===== src/rtl/div32_seq_if.sv =====
// rtl/div32_seq_if.sv - start/busy/done handshake bundle between control unit and divider
//
// Purpose: groups the divider request (start, signedOp, A, B) and the result
// (busy, done, Q, R, divZero) into one interface.
//   master : control unit side, drives start/signedOp/A/B, observes results
//   slave  : divider side, observes request, drives busy/done/Q/R/divZero
interface div32_seq_if;
  logic        start;
  logic        signedOp;
  logic [31:0] A;
  logic [31:0] B;
  logic        busy;
  logic        done;
  logic [31:0] Q;
  logic [31:0] R;
  logic        divZero;

  modport master (
    output start, signedOp, A, B,
    input  busy, done, Q, R, divZero
  );

  modport slave (
    input  start, signedOp, A, B,
    output busy, done, Q, R, divZero
  );
endinterface


===== src/rtl/div32_seq.sv =====
// rtl/div32_seq.sv - multi-cycle 32-bit signed/unsigned restoring divider
//
// Purpose: computes Q = A / B and R = A % B one quotient bit per cycle.
// Signed mode truncates toward zero; the remainder takes the dividend's sign.
// Ports:
//   clk   : rising-edge clock
//   rst_n : asynchronous active-low reset (aborts any divide, clears outputs)
//   bus   : div32_seq_if.slave
//           start/signedOp/A/B in; busy/done/Q/R/divZero out (all registered)
// A divide with B != 0 takes 33 cycles (busy for 33, done pulse on the 33rd
// edge after acceptance); B == 0 reports done one edge later with busy low.
module div32_seq #(
  parameter int WIDTH = 32
) (
  input  logic           clk,
  input  logic           rst_n,
  div32_seq_if.slave     bus
);

  typedef enum logic [1:0] {
    IDLE = 2'd0,
    RUN  = 2'd1,
    FIX  = 2'd2
  } state_t;

  state_t           state;
  logic [4:0]       count;
  logic [WIDTH-1:0] rem;      // partial remainder
  logic [WIDTH-1:0] dvd;      // dividend shifting out, quotient shifting in
  logic [WIDTH-1:0] dvs;      // divisor magnitude
  logic             qneg;
  logic             rneg;
  logic             dz_pend;  // divide-by-zero accepted, result due next edge

  logic [WIDTH-1:0] abs_a;
  logic [WIDTH-1:0] abs_b;
  logic [WIDTH:0]   shifted;  // {rem, next dividend bit}, can exceed 32 bits
  logic [WIDTH+1:0] trial;
  logic             borrow;
  logic [WIDTH-1:0] rem_nx;

  always_comb begin
    abs_a = (bus.signedOp && bus.A[WIDTH-1]) ? -bus.A : bus.A;
    abs_b = (bus.signedOp && bus.B[WIDTH-1]) ? -bus.B : bus.B;
    shifted = {rem, dvd[WIDTH-1]};
    trial   = {1'b0, shifted} - {2'b00, dvs};
    borrow  = trial[WIDTH+1];
    // On borrow the shifted value is below the divisor, so it fits WIDTH bits.
    rem_nx  = borrow ? shifted[WIDTH-1:0] : trial[WIDTH-1:0];
  end

  always_ff @(posedge clk or negedge rst_n) begin
    if (!rst_n) begin
      state       <= IDLE;
      count       <= '0;
      rem         <= '0;
      dvd         <= '0;
      dvs         <= '0;
      qneg        <= 1'b0;
      rneg        <= 1'b0;
      dz_pend     <= 1'b0;
      bus.busy    <= 1'b0;
      bus.done    <= 1'b0;
      bus.Q       <= '0;
      bus.R       <= '0;
      bus.divZero <= 1'b0;
    end else begin
      bus.done <= 1'b0;
      case (state)
        IDLE: begin
          if (dz_pend) begin
            // dvd holds the raw dividend captured on the accepting edge
            bus.Q       <= '1;
            bus.R       <= dvd;
            bus.divZero <= 1'b1;
            bus.done    <= 1'b1;
            dz_pend     <= 1'b0;
          end else if (bus.start) begin
            if (bus.B == '0) begin
              dvd     <= bus.A;
              dz_pend <= 1'b1;
            end else begin
              dvd      <= abs_a;
              dvs      <= abs_b;
              qneg     <= bus.signedOp & (bus.A[WIDTH-1] ^ bus.B[WIDTH-1]);
              rneg     <= bus.signedOp & bus.A[WIDTH-1];
              rem      <= '0;
              count    <= 5'd31;
              bus.busy <= 1'b1;
              state    <= RUN;
            end
          end
        end
        RUN: begin
          rem   <= rem_nx;
          dvd   <= {dvd[WIDTH-2:0], ~borrow};
          count <= count - 5'd1;
          if (count == 5'd0) state <= FIX;
        end
        FIX: begin
          bus.Q       <= qneg ? -dvd : dvd;
          bus.R       <= rneg ? -rem : rem;
          bus.done    <= 1'b1;
          bus.divZero <= 1'b0;
          bus.busy    <= 1'b0;
          state       <= IDLE;
        end
        default: state <= IDLE;
      endcase
    end
  end

endmodule


===== src/flat_wrapper.sv =====
// flat-port wrapper written by rule: the top's interface ports become plain ports
module div32_seq_flat 
#(
  parameter int WIDTH = 32
)
  (clk, rst_n, bus_start, bus_signedOp, bus_A, bus_B, bus_busy, bus_done, bus_Q, bus_R, bus_divZero);
  div32_seq_if bus_i ();
  input  logic clk;
  input  logic rst_n;
  input wire logic [$bits(bus_i.start)-1:0] bus_start;
  input wire logic [$bits(bus_i.signedOp)-1:0] bus_signedOp;
  input wire logic [$bits(bus_i.A)-1:0] bus_A;
  input wire logic [$bits(bus_i.B)-1:0] bus_B;
  output wire logic [$bits(bus_i.busy)-1:0] bus_busy;
  output wire logic [$bits(bus_i.done)-1:0] bus_done;
  output wire logic [$bits(bus_i.Q)-1:0] bus_Q;
  output wire logic [$bits(bus_i.R)-1:0] bus_R;
  output wire logic [$bits(bus_i.divZero)-1:0] bus_divZero;
  assign bus_i.start = bus_start;
  assign bus_i.signedOp = bus_signedOp;
  assign bus_i.A = bus_A;
  assign bus_i.B = bus_B;
  assign bus_busy = bus_i.busy;
  assign bus_done = bus_i.done;
  assign bus_Q = bus_i.Q;
  assign bus_R = bus_i.R;
  assign bus_divZero = bus_i.divZero;
  div32_seq #(.WIDTH(WIDTH)) u_core (.clk(clk), .rst_n(rst_n), .bus(bus_i));
endmodule

===== config.mk =====
export PLATFORM = sky130hd
export DESIGN_NAME = div32_seq_flat
export DESIGN_NICKNAME = d
export VERILOG_FILES = /design/src/rtl/div32_seq_if.sv /design/src/rtl/div32_seq.sv /design/src/flat_wrapper.sv
export SDC_FILE = /design/constraint.sdc
export NUM_CORES = 1
export LEC_CHECK = 0
export ABC_AREA = 0
export BUFFER_PORTS_ARGS = -buffer_cell sky130_fd_sc_hd__buf_2
export CORE_ASPECT_RATIO = 1.5
export CORE_MARGIN = 4
export CORE_UTILIZATION = 55
export DETAILED_ROUTE_END_ITERATION = 8
export GPL_ROUTABILITY_DRIVEN = 0
export HOLD_SLACK_MARGIN = 0.06
export PLACE_DENSITY_LB_ADDON = 0.1
export SYNTH_ARGS = -nofsm -noshare
export SYNTH_HDL_FRONTEND = slang
export SYNTH_SLANG_ARGS = --single-unit

===== constraint.sdc =====
create_clock -name clk -period 6.1 [get_ports clk]
set_input_delay 0 -clock clk [delete_from_list [all_inputs] [get_ports clk]]
set_output_delay 0 -clock clk [all_outputs]
set_load 0.01 [all_outputs]

==> results of run 1 <==
[kinds of logic after synthesis]
logic type | count (synthesis)
AND/OR/NAND/NOR | 374
buffers and inverters | 128
AO/OA/AOI/OAI | 424
multiplexers | 48
XOR/XNOR | 145
adder cells (fa/ha/maj) | 39
flip-flops | 173
[per-layer routing]
layer	GRT usage	vias to the layer above	wire, um
met5	0	-	0
met4	0.09505	0	832
met3	0.03421	57	1182
met2	0.4826	275	15740
met1	0.3014	4852	12170
li1	-	5103	-
[power by group]
group	total, mW	leakage [nW]	switching, mW	internal, mW
sequential	2.07	1.91	0.527	1.54
combinational	3.17	3.58	1.76	1.41
clock	1.07	0.273	0.464	0.602
total	6.30	5.77	2.75	3.55
[registers in the layout (all words and copies together) (netlist names)]
register            count
u_core.dz_pend          1
u_core.state            2
u_core.dvd             32
u_core.qneg             1
u_core.bus.busy         1
u_core.dvs             32
u_core.count            5
u_core.rem             32
u_core.bus.Q           32
u_core.rneg             1
u_core.bus.done         1
u_core.bus.R           32
u_core.bus.divZero      1
[worst min path at each step]
stage	start	to	slack, ns	cells past startpoint
5_1_grt	bus_start	u_core.bus.busy$_DFFE_PN0P_	0.18	5
6_report	bus_start	u_core.bus.busy$_DFFE_PN0P_	0.16	5
3_3_place_gp	rst_n	u_core.dvd[4]$_DFFE_PN0P_	0.21	1
3_5_place_dp	rst_n	u_core.dvd[6]$_DFFE_PN0P_	0.21	1
4_1_cts	bus_start	u_core.bus.busy$_DFFE_PN0P_	0.14	5
2_1_floorplan	rst_n	u_core.bus.Q[0]$_DFFE_PN0P_	-0.30	0
[repair_timing]
action                                  4_1_cts  5_1_grt
endpoints found under the setup margin        0        0
hold buffers                                 83        0
endpoints found under the hold margin       174        0
[worst min-delay path, cell delays in order]
cell	delay [ns]
buf_2	0.11
nand2b_1	0.13
nor2_1	0.12
a21oi_1	0.16
nor2_1	0.05
[area by class of cell]
cell class              count  share of cell area
inverters                  59             0.01626
repair buffers            224              0.1145
multi-input cells        1030              0.4853
clock inverters            13             0.01038
well taps                 264             0.02425
flip-flops and latches    173              0.3178
clock buffers              18             0.03151
[synth_stat cells, types with 34 or more instances]
cell type    n  share of area
nor2_1      99          0.033
nand2_1    138          0.045
inv_1       58          0.019
o21ai_0    145          0.063
a21oi_1    109          0.048
ha_1        38          0.042
dfrtp_1    173           0.38
xor2_1      87          0.067
o31ai_1     34          0.022
xnor2_1     58          0.044
mux2i_1     40          0.035
clkbuf_1    50          0.016
==> out/metrics.yaml, run 1 <==
status:
  status: "finished, final reports clean"
setup_path:
  reg2reg_from: "u_core.rem[15]$_DFFE_PN0P_"
  worstReg2RegEnd: "u_core.rem[9]$_DFFE_PN0P_"
  ff2ff_path_depth: 10
  worstSetupPathType: "in -> reg"
  worstSetupEndpoint: "u_core.state[0]$_DFFE_PN0P_"
  cp_num_buf_inv: 2
  critPathCaptureType: "register"
  worstPathCellList: "dlygate4sd3_1 > buf_2 > or4_4 > or4b_4 > or3_4 > or4_4 > nand2_2 > o21ai_0"
  required_ns: 6.34
  worst-path-stages: 8
  path_max_fanout: 71
  cp_common_cell: "or4_4"
  rrSetupSlack_ns: 2.68
  cp_slowest_stage_delay_ns: 0.89
  cp_slowest_cell: "nand2_2"
  critPathLaunchType: "input pin"
  crit_arrival_ns: 3.93
  crit_start: "bus_B[4]"
  path_delay_family: "simple AND/OR/NAND/NOR gates"
global_routing:
  grt_pass1_wl_mm: 49.43
  grt_use_total: 0.2586
  antenna_found_initial: 0
  grt_pass1_vias: 10240
  grt_max_degree: 111
  grt_overflow: 0
yosys:
  synthFlopType: "dfrtp_1"
  synthXorXnorAreaFrac: 0.1111
  yosysWarningCount: 0
  synthArstFlopShare: 1.000
  ys_seq_area_frac: 0.3786
  synthSimpleGateAreaFrac: 0.1550
  synth.distinct_cells: 62
  syn_area_per_cell_um2: 8.590
  syn_nets: 1438
  postSynthCellCount: 1331
  syn_area_mm2: 0.01143
  synth_compound_area_frac: 0.2239
  synth_seq_cells: 173
  synth-edff-count: 0
  muxShareOfSynthArea: 0.04290
  synthAdderAreaFrac: 0.04334
  synth_top_family_by_area: "compound AO/OA/AOI/OAI gates"
layout:
  layout.cells.non_filler: 1781
  multi_input_area_mm2: 0.006610
  final_common_cell: "dfrtp_1"
  nNetsFinal: 1612
  layout.area.seq_mm2: 0.004329
  post-route-util: 0.6671
  stdcell_area_mm2: 0.01362
  layout_common_cells: "dfrtp_1, o21ai_0, nand2_1"
  drive_gt1_frac: 0.1292
  area.growth.synth_to_final_pct: 19.14
  nFillCells: 1740
  antenna_cells: 0
routing:
  dr.pass1.iters: 7
  via_per_inst: 5.776
  wl_mm: 29.93
  initialDrtViolationCount: 812
  vias: 10290
  wl_per_cell_um: 16.80
  antenna_left: 0
  route.detailed.drc: 0
placed_design:
  dp_hpwl_mm: 21.49
  place_area_mm2: 0.01222
  dp_cells: 1667
  port_buffers: 134
  place_ws_ns: 2.546
sta:
  clock_skew_ns: 0.01122
  slew_headroom: 0.2061
  whs_ns: 0.1558
  hold_viol_final: 0
  worst_slack_ns: 2.410
  min_period_over_period: 0.6050
  finalSetupViolations: 0
  fin_crit_ns: 3.690
  tns_ns: 0
  max_slew.worst_pin.slew_ns: 1.187
  fmax_ghz: 0.2710
  maxSlewViolCount: 0
  rsz0062_at_grt: "false"
run:
  cap_violations: 0
clock_network:
  htreeDepth: 4
  clk_pin_slew_ns: 0.07
  clk_latency_ns: 0.44
  numClockSinks: 173
  cts_made_buffers: 17
  post_cts_buffers: 0
  clockBufferDepth: 2
  cts_tree: "yes"
  post_cts_resized: 0
  clock-root-buffer: "clkbuf_16"
die:
  start_util: 0.5599
  rows: 64
  design.die.area_mm2: 0.02321
  core_mm2: 0.02042
  chipWidth_um: 125.7
  pin_count: 135
  die_h_um: 184.6
power_and_ir_drop:
  peakVddDrop_uv: 233.4
  p_total_mw: 6.299
  power-per-cell-area_mw_per_mm2: 462.4
  p_leak_nw: 5.769
min_path:
  hold_path_class: "in -> reg"
Note: power is estimated with default switching activity, not from simulation.
==> run 2, diff against run 1 <==
ABC_AREA = 1   (was 0)
clock period = 3.7 ns   (was 6.1 ns; I/O delays follow)
==> run 2 against run 1 <==
Critical path type unchanged; via count grew 43%; core utilization shrank 2.2 points; critical endpoint is now u_core.dvs[31]$_DFFE_PN0P_; synthesized cell count grew 59%; count of clock-buffer cells in the layout shrank 1.
==> out/metrics.yaml, run 2 <==
die:
  core_mm2: 0.02435  # +19%
  chipWidth_um: 136.2  # +8.3%
  rows: 70  # +9.4%
  start_util: 0.5568  # -0.003143
  pin_count: 135  # unchanged
  die_h_um: 200.3  # +8.5%
  design.die.area_mm2: 0.02728  # +18%
yosys:
  synth_top_cell_by_area: "dfrtp_1"
  syn_area_mm2: 0.01356  # +19%
  synthArstFlopShare: 1.000  # unchanged
  synth_common_cells: "nand2_1, inv_1, nand3_1"
  syn_nets: 2229  # +55%
  postSynthCellCount: 2122  # +59%
  synthFlopType: "dfrtp_1"
  synth_seq_cells: 173  # unchanged
  syn_area_per_cell_um2: 6.389  # -26%
  synth.distinct_cells: 50  # -19%
  synth-edff-count: 0  # unchanged
  ys_seq_area_frac: 0.3193  # -0.05930
  yosysMostFrequentCell: "nand2_1"
  synth_area_leaders: "dfrtp_1, nand2_1, nand3_1"
  yosysWarningCount: 0  # unchanged
  netlist.area_leader.share: 0.3193  # -0.05930
min_path:
  min_to: "u_core.dvd[30]$_DFFE_PN0P_"
  holdCritStartpoint: "bus_A[30]"
  hold_path_class: "in -> reg"
  whs_path_depth: 7  # +2
sta:
  fin_crit_ns: 3.014
  fmax_ghz: 0.3317
  maxSlewViolCount: 0  # unchanged
  hold_viol_final: 0  # unchanged
  clock_skew_ns: 0.01662  # +0.005409 ns
  finalSetupViolations: 0  # unchanged
  tns_ns: 0  # unchanged
  max_slew.worst_pin.slew_ns: 0.9615  # -0.2252 ns
  rsz0062_at_grt: "false"
  min_period_over_period: 0.8147
  slew_headroom: 0.3583  # +0.1522
layout:
  layout.area.seq_mm2: 0.004329  # unchanged
  area.growth.synth_to_final_pct: 15.92
  nNetsFinal: 2402  # +49%
  final_common_cell: "nand2_1"
  antenna_cells: 0  # unchanged
  nFillCells: 2324  # +34%
  multi_input_area_mm2: 0.007769  # +18%
  layout_common_cells: "nand2_1, inv_1, nand3_1"
  drive_gt1_frac: 0.1023  # -0.02695
clock_network:
  cts_made_buffers: 17  # unchanged
  clk_pin_slew_ns: 0.08  # about the same
  cts_tree: "yes"
  numClockSinks: 173  # unchanged
  clk_latency_ns: 0.46  # +0.02 ns
  clock-root-buffer: "clkbuf_16"
  post_cts_buffers: 0  # unchanged
  htreeDepth: 4  # unchanged
  clockBufferDepth: 2  # unchanged
power_and_ir_drop:
  pwr-share-comb: 0.631  # +0.128
  peakVddDrop_uv: 466.8  # +100%
  power-per-cell-area_mw_per_mm2: 932.7  # +100%
  power.switching_mw: 7.853  # +190%
  clockPowerShare: 0.125  # -0.044
  internal_power_mw: 6.804  # +92%
  p_total_mw: 14.66  # +130%
  p_sw_frac: 0.5358  # +0.09937
  seq_power_share: 0.244  # -0.084
  p_leak_nw: 8.034  # +39%
setup_path:
  worstPathCellList: "dlygate4sd3_1 > buf_2 > inv_1 > ha_1 > nand2_2 > nor2_8 > nand4_4 > nor2_4 > nor2_4 > buf_4 > inv_2 > buf_4 > a22oi_1 > dlygate4sd3_1"
  worstReg2RegEnd: "u_core.rem[31]$_DFFE_PN0P_"
  crit_arrival_ns: 3.35  # -0.58 ns
  cp_slowest_cell: "dlygate4sd3_1"
  reg2reg_from: "u_core.rem[11]$_DFFE_PN0P_"
  cp_num_buf_inv: 7  # +5
  critPathLaunchType: "input pin"
  cp_slowest_stage_delay_ns: 0.58  # -0.31 ns
  required_ns: 4.04  # -2.30 ns
  path_max_fanout: 41  # -42%
  rrSetupSlack_ns: 0.88  # -1.80 ns
  path_delay_family: "buffers and inverters"
  worstSetupPathType: "in -> reg"
  ff2ff_path_depth: 13  # +3
  critPathCaptureType: "register"
placed_design:
  port_buffers: 134  # unchanged
  dp_hpwl_mm: 35.18  # +64%
global_routing:
  grt_max_degree: 88  # -21%
  grt_pass1_wl_mm: 71.51  # +45%
  antenna_found_initial: 0  # unchanged
  grt_overflow: 0  # unchanged
  grt_pass1_vias: 13860  # +35%
  grt_use_total: 0.3323  # +0.07369
routing:
  vias: 14740  # +43%
  wl_mm: 46.09  # +54%
  route.detailed.drc: 0  # unchanged
  via_per_inst: 5.602  # -3.0%
  wl_per_cell_um: 17.51  # +4.2%
  initialDrtViolationCount: 1178  # +45%
  antenna_left: 0  # unchanged
  dr.pass1.iters: 6  # -1
run:
  cap_violations: 0  # unchanged
status:
  status: "finished, final reports clean"
run 2: layer usage:
metal  global-route usage  up-vias  wire [um]
met5                    0        -          0
met4               0.2230        0       3518
met3              0.04372      167       2154
met2               0.5941      562      23750
met1               0.3572     6816      16670
li1                     -     7199          -
run 2: cell families after synthesis:
logic type,share of synthesized area
AO/OA/AOI/OAI,0.1252
XOR/XNOR,0.03359
adder cells (fa/ha/maj),0.03655
buffers and inverters,0.1085
flip-flops,0.3193
AND/OR/NAND/NOR,0.3767
run 2: how the worst max path moves through the flow:
stage,startpoint,endpoint,slack (ns),depth (start not counted)
floorplan,u_core.rem[6]$_DFFE_PN0P_,u_core.rem[12]$_DFFE_PN0P_,1.74,12
global placement,u_core.rem[11]$_DFFE_PN0P_,u_core.rem[27]$_DFFE_PN0P_,1.00,13
detailed placement,u_core.rem[11]$_DFFE_PN0P_,u_core.rem[31]$_DFFE_PN0P_,0.96,13
CTS,bus_B[0],u_core.dvs[31]$_DFFE_PN0P_,0.76,14
global route,bus_B[0],u_core.dvs[31]$_DFFE_PN0P_,0.56,14
finish,bus_B[0],u_core.dvs[31]$_DFFE_PN0P_,0.69,14
run 2: through the flow:
stage / cell area, um2 / worst slack [ns] / util / hold slack [ns] / std cells
detailed placement: 14450 / 0.9606 / 0.5934 / 0.1182 / 2533
CTS: 15720 / 0.7625 / 0.6454 / 0.06479 / 2632
floorplan: 13560 / 1.742 / - / -0.2956 / 2122
global route: 15720 / 0.5555 / 0.6454 / 0.1123 / 2632
finish: 15720 / 0.6855 / 0.6454 / 0.08067 / 2632
global placement: 14450 / 1.003 / 0.5934 / 0.1040 / 2533
run 2: final cells by class:
class / count / share of cell area
clock buffers: 17 / 0.02707
clock inverters: 15 / 0.01083
inverters: 298 / 0.07118
multi-input cells: 1584 / 0.4943
flip-flops and latches: 173 / 0.2755
well taps: 324 / 0.02580
repair buffers: 221 / 0.09530
run 2: what timing repair did:
action | CTS | global route
hold endpoints to repair | 144 | 0
gates resized for setup | 0 | 0
hold buffers | 67 | 0
run 2: tightest hold or removal path, cell delays in order:
cell and delay [ns]:
buf_2 0.10, inv_1 0.04, nand2_1 0.05, nand2_1 0.06
nand2_1 0.14, nand2_1 0.07, nand2_1 0.05
run 2: power groups by stage:
| stage | registers, mW | logic (mW) | clock network, mW |
|---|---|---|---|
| 2_1_floorplan | 3.50 | 6.54 | 0 |
| 3_3_place_gp | 3.54 | 8.89 | 0 |
| 3_5_place_dp | 3.57 | 8.99 | 0 |
| 4_1_cts | 3.54 | 9.13 | 1.85 |
| 5_1_grt | 3.66 | 10.4 | 1.92 |
| 6_report | 3.57 | 9.25 | 1.83 |
==> run 3, diff against run 2 <==
clock period = 3 ns   (was 3.7 ns; I/O delays follow)
==> run 3 against run 2 <==
Critical path depth decreased by 4; count of clock-buffer cells in the layout did not move; setup slack lost 0.49 ns; routed wire length barely moved; via count up 0.73%; core utilization increased by 0.31 points; sequential power increased by 24%; register-to-register slack got worse by 0.48 ns; flip-flop and latch count unchanged; hold slack got worse by 0.039 ns; sequential share of layout area fell by 0.13 points; clock skew decreased by 0.0054 ns; largest power group unchanged.
==> out/metrics.yaml, run 3 (same netlist as run 2, synthesis figures left out) <==
status:
  status: "finished, final reports clean"
global_routing:
  grt_pass1_wl_mm: 72.89  # +1.9%
  antenna_found_initial: 0  # unchanged
  grt_overflow: 0  # unchanged
  grt_use_total: 0.3367  # +0.004355
  grt_pass1_vias: 14220  # +2.6%
  grt_max_degree: 78  # -11%
power_and_ir_drop:
  clockPowerShare: 0.132  # +0.007
  power.switching_mw: 9.644  # +23%
  p_total_mw: 18.30  # +25%
  peakVddDrop_uv: 540.9  # +16%
  power-per-cell-area_mw_per_mm2: 1159  # +24%
  p_leak_nw: 8.068  # +0.43%
  internal_power_mw: 8.653  # +27%
  p_sw_frac: 0.5271  # -0.008703
  seq_power_share: 0.242  # -0.002
  pwr-share-comb: 0.626  # -0.005
setup_path:
  worstPathCellList: "dlygate4sd3_1 > buf_2 > nand2_1 > buf_4 > nor4_1 > dlygate4sd3_1 > nand4_1 > dlygate4sd3_1 > a22oi_1 > dlygate4sd3_1"
  path_delay_family: "buffers and inverters"
  worstSetupPathType: "in -> reg"
  critPathCaptureType: "register"
  cp_num_buf_inv: 6  # -1
  critPathLaunchType: "input pin"
  cp_slowest_cell: "dlygate4sd3_1"
  crit_arrival_ns: 3.19  # -0.16 ns
  cp_slowest_stage_delay_ns: 0.59  # about the same
  path_max_fanout: 17  # -59%
  required_ns: 3.39  # -0.65 ns
  cp_common_cell: "dlygate4sd3_1"
routing:
  initialDrtViolationCount: 1186  # +0.68%
  wl_per_cell_um: 17.49  # -0.13%
  dr.pass1.iters: 8  # +2
  antenna_left: 0  # unchanged
  wl_mm: 46.07  # about the same
  route.detailed.drc: 0  # unchanged
  via_per_inst: 5.638  # +0.65%
  vias: 14850  # +0.73%
run:
  cap_violations: 0  # unchanged
clock_network:
  clockBufferDepth: 2  # unchanged
  cts_tree: "yes"
  numClockSinks: 173  # unchanged
  post_cts_resized: 0  # unchanged
  htreeDepth: 4  # unchanged
  cts_made_buffers: 17  # unchanged
  clk_pin_slew_ns: 0.07  # about the same
  clk_latency_ns: 0.46  # about the same
  clock-root-buffer: "clkbuf_16"
placed_design:
  port_buffers: 134  # unchanged
  place_area_mm2: 0.01449  # +0.28%
  dp_hpwl_mm: 35.25  # +0.19%
  place_ws_ns: 0.4487  # -0.5119 ns
sta:
  fin_crit_ns: 2.803
  hold_viol_final: 0  # unchanged
  slew_headroom: 0.3363  # -0.02202
  worst_slack_ns: 0.1970  # -0.4885 ns
  max_slew.worst_pin.slew_ns: 0.9956  # +0.03408 ns
  tns_ns: 0  # unchanged
  clock_skew_ns: 0.01125  # -0.005374 ns
  min_period_over_period: 0.9343
  fmax_ghz: 0.3568
  rsz0062_at_grt: "false"
  maxSlewViolCount: 0  # unchanged
  whs_ns: 0.04141  # -0.03927 ns
  finalSetupViolations: 0  # unchanged
die:
  die_h_um: 200.3  # unchanged
  core_mm2: 0.02435  # unchanged
  chipWidth_um: 136.2  # unchanged
  rows: 70  # unchanged
  design.die.area_mm2: 0.02728  # unchanged
  pin_count: 135  # unchanged
  start_util: 0.5568  # unchanged
min_path:
  hold_path_class: "in -> reg"
layout:
  area.growth.synth_to_final_pct: 16.47
  drive_gt1_frac: 0.1030  # +0.0007773
  stdcell_area_mm2: 0.01579  # +0.48%
  final_common_cell: "nand2_1"
  antenna_cells: 0  # unchanged
  layout_common_cells: "nand2_1, inv_1, nand3_1"
  nFillCells: 2320  # -0.17%
  nNetsFinal: 2404  # +0.083%
## run 3: cell count changes in the layout (fill, tap and decap cells not counted)
cell	delta
buf_12	+2
bufinv_16	+3
clkinv_4	+1
clkinv_8	-3
clkinvlp_4	+1
inv_8	-2
## run 3: routing by layer
layer  vias to the layer above  part of all wire  global-route usage  wire length (um)
met5                         -                 0                   0                 0
met2                       623              0.51              0.5847             23370
met4                         0             0.079              0.2334              3652
met1                      6861              0.37              0.3741             16840
met3                       177             0.048             0.04447              2203
li1                       7190                 -                   -                 -
## run 3: area by class of cell
cell class | instances | area (um2) | area share
Tap cell | 324 | 405.4 | 0.02567
Timing Repair Buffer | 223 | 1538 | 0.09739
Multi-Input combinational cell | 1584 | 7769 | 0.4920
Inverter | 298 | 1119 | 0.07084
Sequential cell | 173 | 4329 | 0.2742
Clock inverter | 15 | 205.2 | 0.01300
Clock buffer | 17 | 425.4 | 0.02694
## run 3: worst register-to-register path, cell delays in order (launching register included)
cell and delay, ns:
dfrtp_1 0.47, ha_1 0.42, nand2_1 0.17, nor2_4 0.15, nand3_1 0.10, nand3_2 0.13
nand2_1 0.08, nand2_1 0.14, nand2_4 0.07, nand2_4 0.16, buf_4 0.29, nand3_1 0.16
nand2_1 0.10, nand2_1 0.05
## run 3: path summary, 6_finish.rpt
| check | startpoint | depth (start not counted) | slack [ns] | end |
|---|---|---|---|---|
| worst max-delay path | bus_B[31] | 10 | 0.20 | u_core.dvs[31]$_DFFE_PN0P_ |
| worst min-delay path | bus_A[26] | 5 | 0.04 | u_core.dvd[26]$_DFFE_PN0P_ |
| worst max register to register | u_core.rem[5]$_DFFE_PN0P_ | 13 | 0.40 | u_core.rem[26]$_DFFE_PN0P_ |
| worst min register to register | u_core.bus.R[27]$_DFFE_PN0P_ | 2 | 0.48 | u_core.bus.R[27]$_DFFE_PN0P_ |
| max in group asynchronous | rst_n | 3 | 1.90 | u_core.bus.divZero$_DFFE_PN0P_ |
| min in group asynchronous | rst_n | 2 | 0.15 | u_core.bus.Q[24]$_DFFE_PN0P_ |
## run 3: repair_timing
item,CTS,global route
setup buffers,0,0
hold buffers,67,0
hold endpoints to repair,135,0
## run 3: power by group through the flow
stage	Clock, mW	Sequential, mW	Combinational, mW
after floorplan	0	4.32	8.07
after global placement	0	4.40	11.0
after detailed placement	0	4.42	11.1
after CTS	2.43	4.38	11.3
after global routing	2.54	4.53	12.9
final	2.41	4.43	11.5
## run 3: through the flow
step / utilization / instances
final: 0.6485 / 2634
after global routing: 0.6485 / 2634
after CTS: 0.6485 / 2634
after detailed placement: 0.5951 / 2535
after global placement: 0.5951 / 2535
after floorplan: - / 2122
